## src/rtl/periph_bus_bridge_if.sv

```systemverilog
// Core data port, slave bus and error signals of the peripheral bridge.
// The slave modport is the bridge's view; master is the core/slave side.
interface periph_bus_bridge_if #(
  parameter int N = 4
);
  logic          m_req_i;
  logic          m_we_i;
  logic [31:0]   m_addr_i;
  logic [31:0]   m_wdata_i;
  logic [3:0]    m_wmask_i;
  logic [31:0]   m_rdata_o;
  logic          m_rvalid_o;
  logic [N-1:0]  s_csb_o;
  logic          s_we_o;
  logic [31:0]   s_addr_o;
  logic [31:0]   s_wdata_o;
  logic [3:0]    s_wmask_o;
  logic [N*32-1:0] s_rdata_i;
  logic          err_pulse_o;
  logic          err_sticky_o;
  logic [31:0]   err_addr_o;
  logic          err_clr_i;

  modport slave (
    input  m_req_i, m_we_i, m_addr_i,
    input  m_wdata_i, m_wmask_i,
    input  s_rdata_i, err_clr_i,
    output m_rdata_o, m_rvalid_o,
    output s_csb_o, s_we_o, s_addr_o,
    output s_wdata_o, s_wmask_o,
    output err_pulse_o, err_sticky_o,
    output err_addr_o
  );

  modport master (
    output m_req_i, m_we_i, m_addr_i,
    output m_wdata_i, m_wmask_i,
    output s_rdata_i, err_clr_i,
    input  m_rdata_o, m_rvalid_o,
    input  s_csb_o, s_we_o, s_addr_o,
    input  s_wdata_o, s_wmask_o,
    input  err_pulse_o, err_sticky_o,
    input  err_addr_o
  );
endinterface

```

## src/rtl/periph_bus_bridge.sv

```systemverilog
// Core data port to N-window peripheral bridge with registered request,
// latency-aligned read mux and sticky unmapped-access error capture.
module periph_bus_bridge #(
  parameter int NUM_SLAVES = 4,
  parameter logic [NUM_SLAVES*32-1:0] SLV_BASE =
    {32'h0000_8200, 32'h0000_8100,
     32'h0000_8000, 32'h0000_8010},
  parameter logic [NUM_SLAVES*8-1:0] SLV_SIZE_LG2 =
    {8'd8, 8'd8, 8'd4, 8'd2},
  parameter int RD_LAT = 0,
  parameter logic [31:0] ERR_RDATA = 32'hDEAD_BEEF
) (
  input logic clk_i,
  input logic reset_i,
  periph_bus_bridge_if.slave bus
);
  localparam int N = NUM_SLAVES;

  logic [N-1:0] w_hit;
  logic [N-1:0] w_sel;
  logic         w_found;
  logic         w_map;
  logic         w_rd_req;

  logic [N-1:0] r_csb;
  logic         r_we;
  logic [31:0]  r_addr;
  logic [31:0]  r_wdata;
  logic [3:0]   r_wmask;
  logic         r_rd;
  logic         r_err_rd;
  logic [N-1:0] r_sel;
  logic         r_errp;
  logic         r_sticky;
  logic [31:0]  r_eaddr;

  logic         r2_rd;
  logic         r2_err_rd;
  logic [N-1:0] r2_sel;

  logic         w_vld;
  logic         w_err;
  logic [N-1:0] w_osel;
  logic [31:0]  w_rdata;
  logic [31:0]  r_rdata;

  // Window match on the aligned upper bits; lowest index wins.
  always_comb begin
    w_hit   = '0;
    w_sel   = '0;
    w_found = 1'b0;
    for (int k = 0; k < N; k++) begin
      w_hit[k] =
        (bus.m_addr_i >> SLV_SIZE_LG2[k*8 +: 8]) ==
        (SLV_BASE[k*32 +: 32] >> SLV_SIZE_LG2[k*8 +: 8]);
      w_sel[k] = w_hit[k] & ~w_found;
      w_found  = w_found | w_hit[k];
    end
  end

  assign w_map    = |w_hit;
  assign w_rd_req = bus.m_req_i & ~bus.m_we_i;

  always_ff @(posedge clk_i) begin
    if (reset_i) begin
      r_csb    <= '1;
      r_we     <= 1'b0;
      r_addr   <= '0;
      r_wdata  <= '0;
      r_wmask  <= '0;
      r_rd     <= 1'b0;
      r_err_rd <= 1'b0;
      r_sel    <= '0;
      r_errp   <= 1'b0;
      r_sticky <= 1'b0;
      r_eaddr  <= '0;
    end else begin
      r_csb    <= bus.m_req_i ? ~w_sel : '1;
      r_rd     <= w_rd_req;
      r_err_rd <= w_rd_req & ~w_map;
      r_sel    <= w_rd_req ? w_sel : '0;
      r_errp   <= bus.m_req_i & ~w_map;
      if (bus.m_req_i) begin
        r_we    <= bus.m_we_i;
        r_addr  <= bus.m_addr_i;
        r_wdata <= bus.m_wdata_i;
        r_wmask <= bus.m_wmask_i;
      end
      // A new error beats a clear in the same cycle.
      if (bus.m_req_i && !w_map) begin
        r_sticky <= 1'b1;
        if (!r_sticky || bus.err_clr_i)
          r_eaddr <= bus.m_addr_i;
      end else if (bus.err_clr_i) begin
        r_sticky <= 1'b0;
        r_eaddr  <= '0;
      end
    end
  end

  always_ff @(posedge clk_i) begin
    if (reset_i) begin
      r2_rd     <= 1'b0;
      r2_err_rd <= 1'b0;
      r2_sel    <= '0;
    end else begin
      r2_rd     <= r_rd;
      r2_err_rd <= r_err_rd;
      r2_sel    <= r_sel;
    end
  end

  assign w_vld  = (RD_LAT != 0) ? r2_rd     : r_rd;
  assign w_err  = (RD_LAT != 0) ? r2_err_rd : r_err_rd;
  assign w_osel = (RD_LAT != 0) ? r2_sel    : r_sel;

  always_comb begin
    w_rdata = '0;
    if (w_err) begin
      w_rdata = ERR_RDATA;
    end else begin
      for (int k = 0; k < N; k++)
        if (w_osel[k])
          w_rdata = w_rdata | bus.s_rdata_i[k*32 +: 32];
    end
  end

  always_ff @(posedge clk_i) begin
    if (reset_i)
      r_rdata <= '0;
    else if (w_vld)
      r_rdata <= w_rdata;
  end

  assign bus.m_rvalid_o   = w_vld;
  assign bus.m_rdata_o    = w_vld ? w_rdata : r_rdata;
  assign bus.s_csb_o      = r_csb;
  assign bus.s_we_o       = r_we;
  assign bus.s_addr_o     = r_addr;
  assign bus.s_wdata_o    = r_wdata;
  assign bus.s_wmask_o    = r_wmask;
  assign bus.err_pulse_o  = r_errp;
  assign bus.err_sticky_o = r_sticky;
  assign bus.err_addr_o   = r_eaddr;
endmodule
```

## src/flat_wrapper.sv

```systemverilog
// flat-port wrapper written by rule: the top's interface ports become plain ports
module periph_bus_bridge_flat 
#(
  parameter int NUM_SLAVES = 4,
  parameter logic [NUM_SLAVES*32-1:0] SLV_BASE =
    {32'h0000_8200, 32'h0000_8100,
     32'h0000_8000, 32'h0000_8010},
  parameter logic [NUM_SLAVES*8-1:0] SLV_SIZE_LG2 =
    {8'd8, 8'd8, 8'd4, 8'd2},
  parameter int RD_LAT = 0,
  parameter logic [31:0] ERR_RDATA = 32'hDEAD_BEEF
)
  (clk_i, reset_i, bus_m_req_i, bus_m_we_i, bus_m_addr_i, bus_m_wdata_i, bus_m_wmask_i, bus_s_rdata_i, bus_err_clr_i, bus_m_rdata_o, bus_m_rvalid_o, bus_s_csb_o, bus_s_we_o, bus_s_addr_o, bus_s_wdata_o, bus_s_wmask_o, bus_err_pulse_o, bus_err_sticky_o, bus_err_addr_o);
  periph_bus_bridge_if bus_i ();
  input logic clk_i;
  input logic reset_i;
  input wire logic [$bits(bus_i.m_req_i)-1:0] bus_m_req_i;
  input wire logic [$bits(bus_i.m_we_i)-1:0] bus_m_we_i;
  input wire logic [$bits(bus_i.m_addr_i)-1:0] bus_m_addr_i;
  input wire logic [$bits(bus_i.m_wdata_i)-1:0] bus_m_wdata_i;
  input wire logic [$bits(bus_i.m_wmask_i)-1:0] bus_m_wmask_i;
  input wire logic [$bits(bus_i.s_rdata_i)-1:0] bus_s_rdata_i;
  input wire logic [$bits(bus_i.err_clr_i)-1:0] bus_err_clr_i;
  output wire logic [$bits(bus_i.m_rdata_o)-1:0] bus_m_rdata_o;
  output wire logic [$bits(bus_i.m_rvalid_o)-1:0] bus_m_rvalid_o;
  output wire logic [$bits(bus_i.s_csb_o)-1:0] bus_s_csb_o;
  output wire logic [$bits(bus_i.s_we_o)-1:0] bus_s_we_o;
  output wire logic [$bits(bus_i.s_addr_o)-1:0] bus_s_addr_o;
  output wire logic [$bits(bus_i.s_wdata_o)-1:0] bus_s_wdata_o;
  output wire logic [$bits(bus_i.s_wmask_o)-1:0] bus_s_wmask_o;
  output wire logic [$bits(bus_i.err_pulse_o)-1:0] bus_err_pulse_o;
  output wire logic [$bits(bus_i.err_sticky_o)-1:0] bus_err_sticky_o;
  output wire logic [$bits(bus_i.err_addr_o)-1:0] bus_err_addr_o;
  assign bus_i.m_req_i = bus_m_req_i;
  assign bus_i.m_we_i = bus_m_we_i;
  assign bus_i.m_addr_i = bus_m_addr_i;
  assign bus_i.m_wdata_i = bus_m_wdata_i;
  assign bus_i.m_wmask_i = bus_m_wmask_i;
  assign bus_i.s_rdata_i = bus_s_rdata_i;
  assign bus_i.err_clr_i = bus_err_clr_i;
  assign bus_m_rdata_o = bus_i.m_rdata_o;
  assign bus_m_rvalid_o = bus_i.m_rvalid_o;
  assign bus_s_csb_o = bus_i.s_csb_o;
  assign bus_s_we_o = bus_i.s_we_o;
  assign bus_s_addr_o = bus_i.s_addr_o;
  assign bus_s_wdata_o = bus_i.s_wdata_o;
  assign bus_s_wmask_o = bus_i.s_wmask_o;
  assign bus_err_pulse_o = bus_i.err_pulse_o;
  assign bus_err_sticky_o = bus_i.err_sticky_o;
  assign bus_err_addr_o = bus_i.err_addr_o;
  periph_bus_bridge #(.NUM_SLAVES(NUM_SLAVES), .SLV_BASE(SLV_BASE), .SLV_SIZE_LG2(SLV_SIZE_LG2), .RD_LAT(RD_LAT), .ERR_RDATA(ERR_RDATA)) u_core (.clk_i(clk_i), .reset_i(reset_i), .bus(bus_i));
endmodule
```

## config.mk

```make
export PLATFORM = sky130hd
export DESIGN_NAME = periph_bus_bridge_flat
export DESIGN_NICKNAME = d
export VERILOG_FILES = /design/src/rtl/periph_bus_bridge_if.sv /design/src/rtl/periph_bus_bridge.sv /design/src/flat_wrapper.sv
export SDC_FILE = /design/constraint.sdc
export NUM_CORES = 1
export LEC_CHECK = 0
export BUFFER_PORTS_ARGS = -buffer_cell sky130_fd_sc_hd__buf_4
export CAP_MARGIN = 20
export CORE_AREA = 8 8 126 128
export DETAILED_ROUTE_END_ITERATION = 8
export DIE_AREA = 0 0 134 136
export GPL_ROUTABILITY_DRIVEN = 0
export HOLD_SLACK_MARGIN = 0.08
export PLACE_DENSITY_LB_ADDON = 0.08
export SLEW_MARGIN = 10
export SYNTH_ARGS = -nofsm -noshare
export SYNTH_HDL_FRONTEND = slang
export SYNTH_SLANG_ARGS = --single-unit
```

## constraint.sdc

```tcl
create_clock -name clk_i -period 3.1 [get_ports clk_i]
set_input_delay 0.155 -clock clk_i [delete_from_list [all_inputs] [get_ports clk_i]]
set_output_delay 0.155 -clock clk_i [all_outputs]
set_load 0.01 [all_outputs]
```

==> flow_summary.json <==
{
  "crit_path_frequent_cell": "dlygate4sd3_1",
  "post_cts_buffers": 0,
  "rows": 44,
  "start_util": 0.438,
  "synthCells": 683,
  "fin_area_sq_um": 10200,
  "setup_violations": 0,
  "critPathTopFamily": "buffers and inverters",
  "dieArea_sq_um": 18200,
  "min_path_cells": 4,
  "status": "finished, final reports clean",
  "layout-drive-gt1-share": 0.368,
  "worst-setup-path-type": "in2reg",
  "slowest_delay_ns": 0.55,
  "placed_area_sq_um": 8850,
  "intPower_uw": 3940,
  "htreeDepth": 4,
  "drv_cap": 0,
  "cp_num_cells": 7,
  "cts_tree": "yes",
  "endpoint_kind": "flop",
  "fin_setup_tns_ns": 0,
  "relSlewSlack": 0.446,
  "clk_latency_ns": 0.42,
  "clock_sinks": 145,
  "swShare": 0.230,
  "post-route-period-util": 0.720,
  "synth_seq_area_share": 0.472,
  "hp-class": "in2reg",
  "die_x_um": 134,
  "startpoint_type": "input pin",
  "gr-usage-all-layers": 0.264,
  "cts_buffers": 17,
  "sequentialPowerShare": 0.393,
  "synthesis.area_sq_um": 6150,
  "hold_violations": 0,
  "synth_area_leaders": "dfxtp_1 (47%), mux2i_1 (11%), nor2_1 (5.9%)",
  "combPwrFrac": 0.154,
  "arrival_ns": 2.54,
  "crit_slowest_cell": "dlygate4sd3_1",
  "worst_slew_pin_slew_ns": 0.832,
  "ys_warn_count": 0,
  "crit_buf_inv": 3,
  "yosys.area.top_type_share": 0.472,
  "crit_chain": "dlygate4sd3_1, buf_4, nor4_4, nand4_4, nor3_1, nand3_1, dlygate4sd3_1",
  "final_max_slew_viol_count": 0,
  "grt_max_degree": 63,
  "layout_min_cycle_time_ns": 2.23,
  "io_pins": 341,
  "viasPerCell": 5.30,
  "nets": 1270,
  "antenna_found_initial": 1,
  "clock.fmax_mhz": 448,
  "first_global_vias": 6811,
  "rsz0062_at_grt": "false",
  "synth_area_per_cell_sq_um": 9.00,
  "detailed_place_hpwl_um": 17400,
  "p_per_area_nw_per_um2": 501,
  "ff2ff_setup_slack_ns": 1.36,
  "routed_wl_um": 24900,
  "portBuffers": 340,
  "r2r_cells": 4,
  "drt-wirelength-per-cell_um": 19.6,
  "synth_fp_nets": 884,
  "cp_max_fo": 12,
  "core-area_sq_um": 14000,
  "power_leakage_uw": 0.00466,
  "finClkSkew_ns": 0.00591,
  "grt_overflow": 0,
  "drc": 0,
  "worstPathRequired_ns": 3.40,
  "yosys.cell_types.count": 34,
  "synth_seq_cells": 145,
  "drtAntennaViolNets": 0,
  "syn2layout_area_growth_pct": 66.4,
  "dr.first_iter.drc_count": 524,
  "synth_area_leader_cell": "dfxtp_1",
  "ir_worst_vdd_uv": 452,
  "cts_buffer_depth": 2,
  "clk_pin_slew_ns": 0.06,
  "die_h_um": 136,
  "p_switching_uw": 1180,
  "grt_pass1_wl_um": 37900,
  "num_vias": 6711,
  "clkPwrFrac": 0.453,
  "cts_root_buf": "clkbuf_16",
  "first_pass_iters": 5
}
-- metrics by stage --
step | std cells | setup slack [ns] | utilization | power [uW] | hold WS [ns]
finish | 1266 | 0.869 | 0.729 | 5120 | 0.189
global route | 1266 | 0.764 | 0.729 | 5300 | 0.240
CTS | 1265 | 0.890 | 0.729 | 5140 | 0.184
detailed placement | 1163 | 1.06 | 0.630 | 2760 | 0.351
global placement | 1163 | 1.07 | 0.630 | 2750 | 0.353
floorplan | 683 | 1.48 | - | 2320 | 0.234
-- final timing paths --
check	start	endpoint
worst max-delay path	bus_m_addr_i[10]	u_core.bus.s_csb_o[2]
worst min-delay path	bus_s_rdata_i[116]	u_core.r_rdata[20]
worst max register to register	u_core.r_sel[0]	u_core.r_rdata[13]
worst min register to register	u_core.bus.err_addr_o[16]	u_core.bus.err_addr_o[16]
-- final cells by class --
class	count	area (sq um)
multi-input combinational	465	2990
clock inverter	11	209
timing repair buffer	428	3390
clock buffer	20	457
tap	184	230
inverter	12	45.0
antenna	1	2.50
sequential	145	2900
fill	1105	3810
-- logic make-up (layout without fill, tap and decap cells) --
kind of cell | after synthesis | after routing | share of synthesized area
AND/OR/NAND/NOR | 282 | 282 | 0.229
flip-flops | 145 | 145 | 0.472
AO/OA/AOI/OAI | 114 | 114 | 0.141
buffers and inverters | 73 | 471 | 0.0456
multiplexers | 69 | 69 | 0.112
other | 0 | 1 | 0
-- layout by cell type, fill, tap and decap left out, types with 2 or more instances in the layout --
master           n
nand3b_1         2
nor4_4           4
clkinv_2         4
dfxtp_1        144
inv_1           12
o22ai_1          8
bufinv_16        6
a221o_1         11
nand2_1         77
buf_4          357
clkbuf_16       17
a222oi_1        24
nand3_1         22
a22o_1           8
nor3_1           3
mux2i_1         69
a31oi_1         24
a21oi_1         24
nand2b_1         2
nor4_1          16
nor2_1          97
nor2b_1         32
clkbuf_8         2
dlygate4sd3_1   71
or4_1           22
a211oi_4         2
a221oi_1         8
-- synth_stat cells --
| library cell | number |
|---|---|
| nand3_1 | 22 |
| nor3_1 | 3 |
| a221oi_1 | 8 |
| or2_2 | 1 |
| nand4_4 | 1 |
| a22o_1 | 8 |
| nand2b_1 | 2 |
| and2_1 | 1 |
| dfxtp_1 | 145 |
| nand3b_1 | 2 |
| buf_1 | 9 |
| a221o_1 | 11 |
| a222oi_1 | 24 |
| inv_1 | 12 |
| nor2_1 | 97 |
| a21boi_1 | 1 |
| o21ai_0 | 1 |
| o22ai_1 | 8 |
| nor2b_1 | 32 |
| a211oi_1 | 1 |
| o41a_1 | 1 |
| a31oi_1 | 24 |
| or2_1 | 1 |
| nand2_1 | 77 |
| a21oi_1 | 25 |
| nor4b_1 | 1 |
| mux2i_1 | 69 |
| nor4_1 | 16 |
| nor4_4 | 4 |
| o32ai_1 | 1 |
| clkbuf_1 | 47 |
| or4_1 | 22 |
| buf_2 | 5 |
| a211oi_2 | 1 |
-- power by group through the flow --
stage / combinational [uW] / clock, uW / sequential, uW
detailed placement: 710 / 0 / 2050
finish: 789 / 2320 / 2010
CTS: 786 / 2350 / 2010
floorplan: 239 / 0 / 2080
global route: 846 / 2430 / 2030
global placement: 705 / 0 / 2050
-- layer usage --
layer | vias up | GRT usage | wire [um]
met4 | 0 | 0.107 | 791
li1 | 3239 | - | -
met1 | 3126 | 0.304 | 9760
met3 | 48 | 0.0846 | 2070
met2 | 298 | 0.446 | 12200
met5 | - | 0 | 0
-- sequential cells by signal (all words and copies together), names as in the netlist --
register and cells:
u_core.bus.s_wdata_o 32, u_core.bus.err_sticky_o 1, u_core.bus.m_rvalid_o 1, u_core.bus.s_csb_o 4
u_core.bus.s_we_o 1, u_core.bus.s_wmask_o 4, u_core.r_rdata 32, u_core.r_err_rd 1
u_core.bus.err_pulse_o 1, u_core.bus.err_addr_o 32, u_core.bus.s_addr_o 32, u_core.r_sel 4
-- worst min-delay path, cell delays in order --
cell and delay [ns]:
buf_4 0.08, a221oi_1 0.07, o22ai_1 0.13, nor2b_1 0.14
-- what timing repair did --
action / in CTS / in global routing
setup endpoints to repair: 0 / 0
gates resized for setup: 0 / 0
hold buffers: 71 / 0
endpoints found under the hold margin: 112 / 0
No activity file was read; power rests on OpenSTA's default activity.
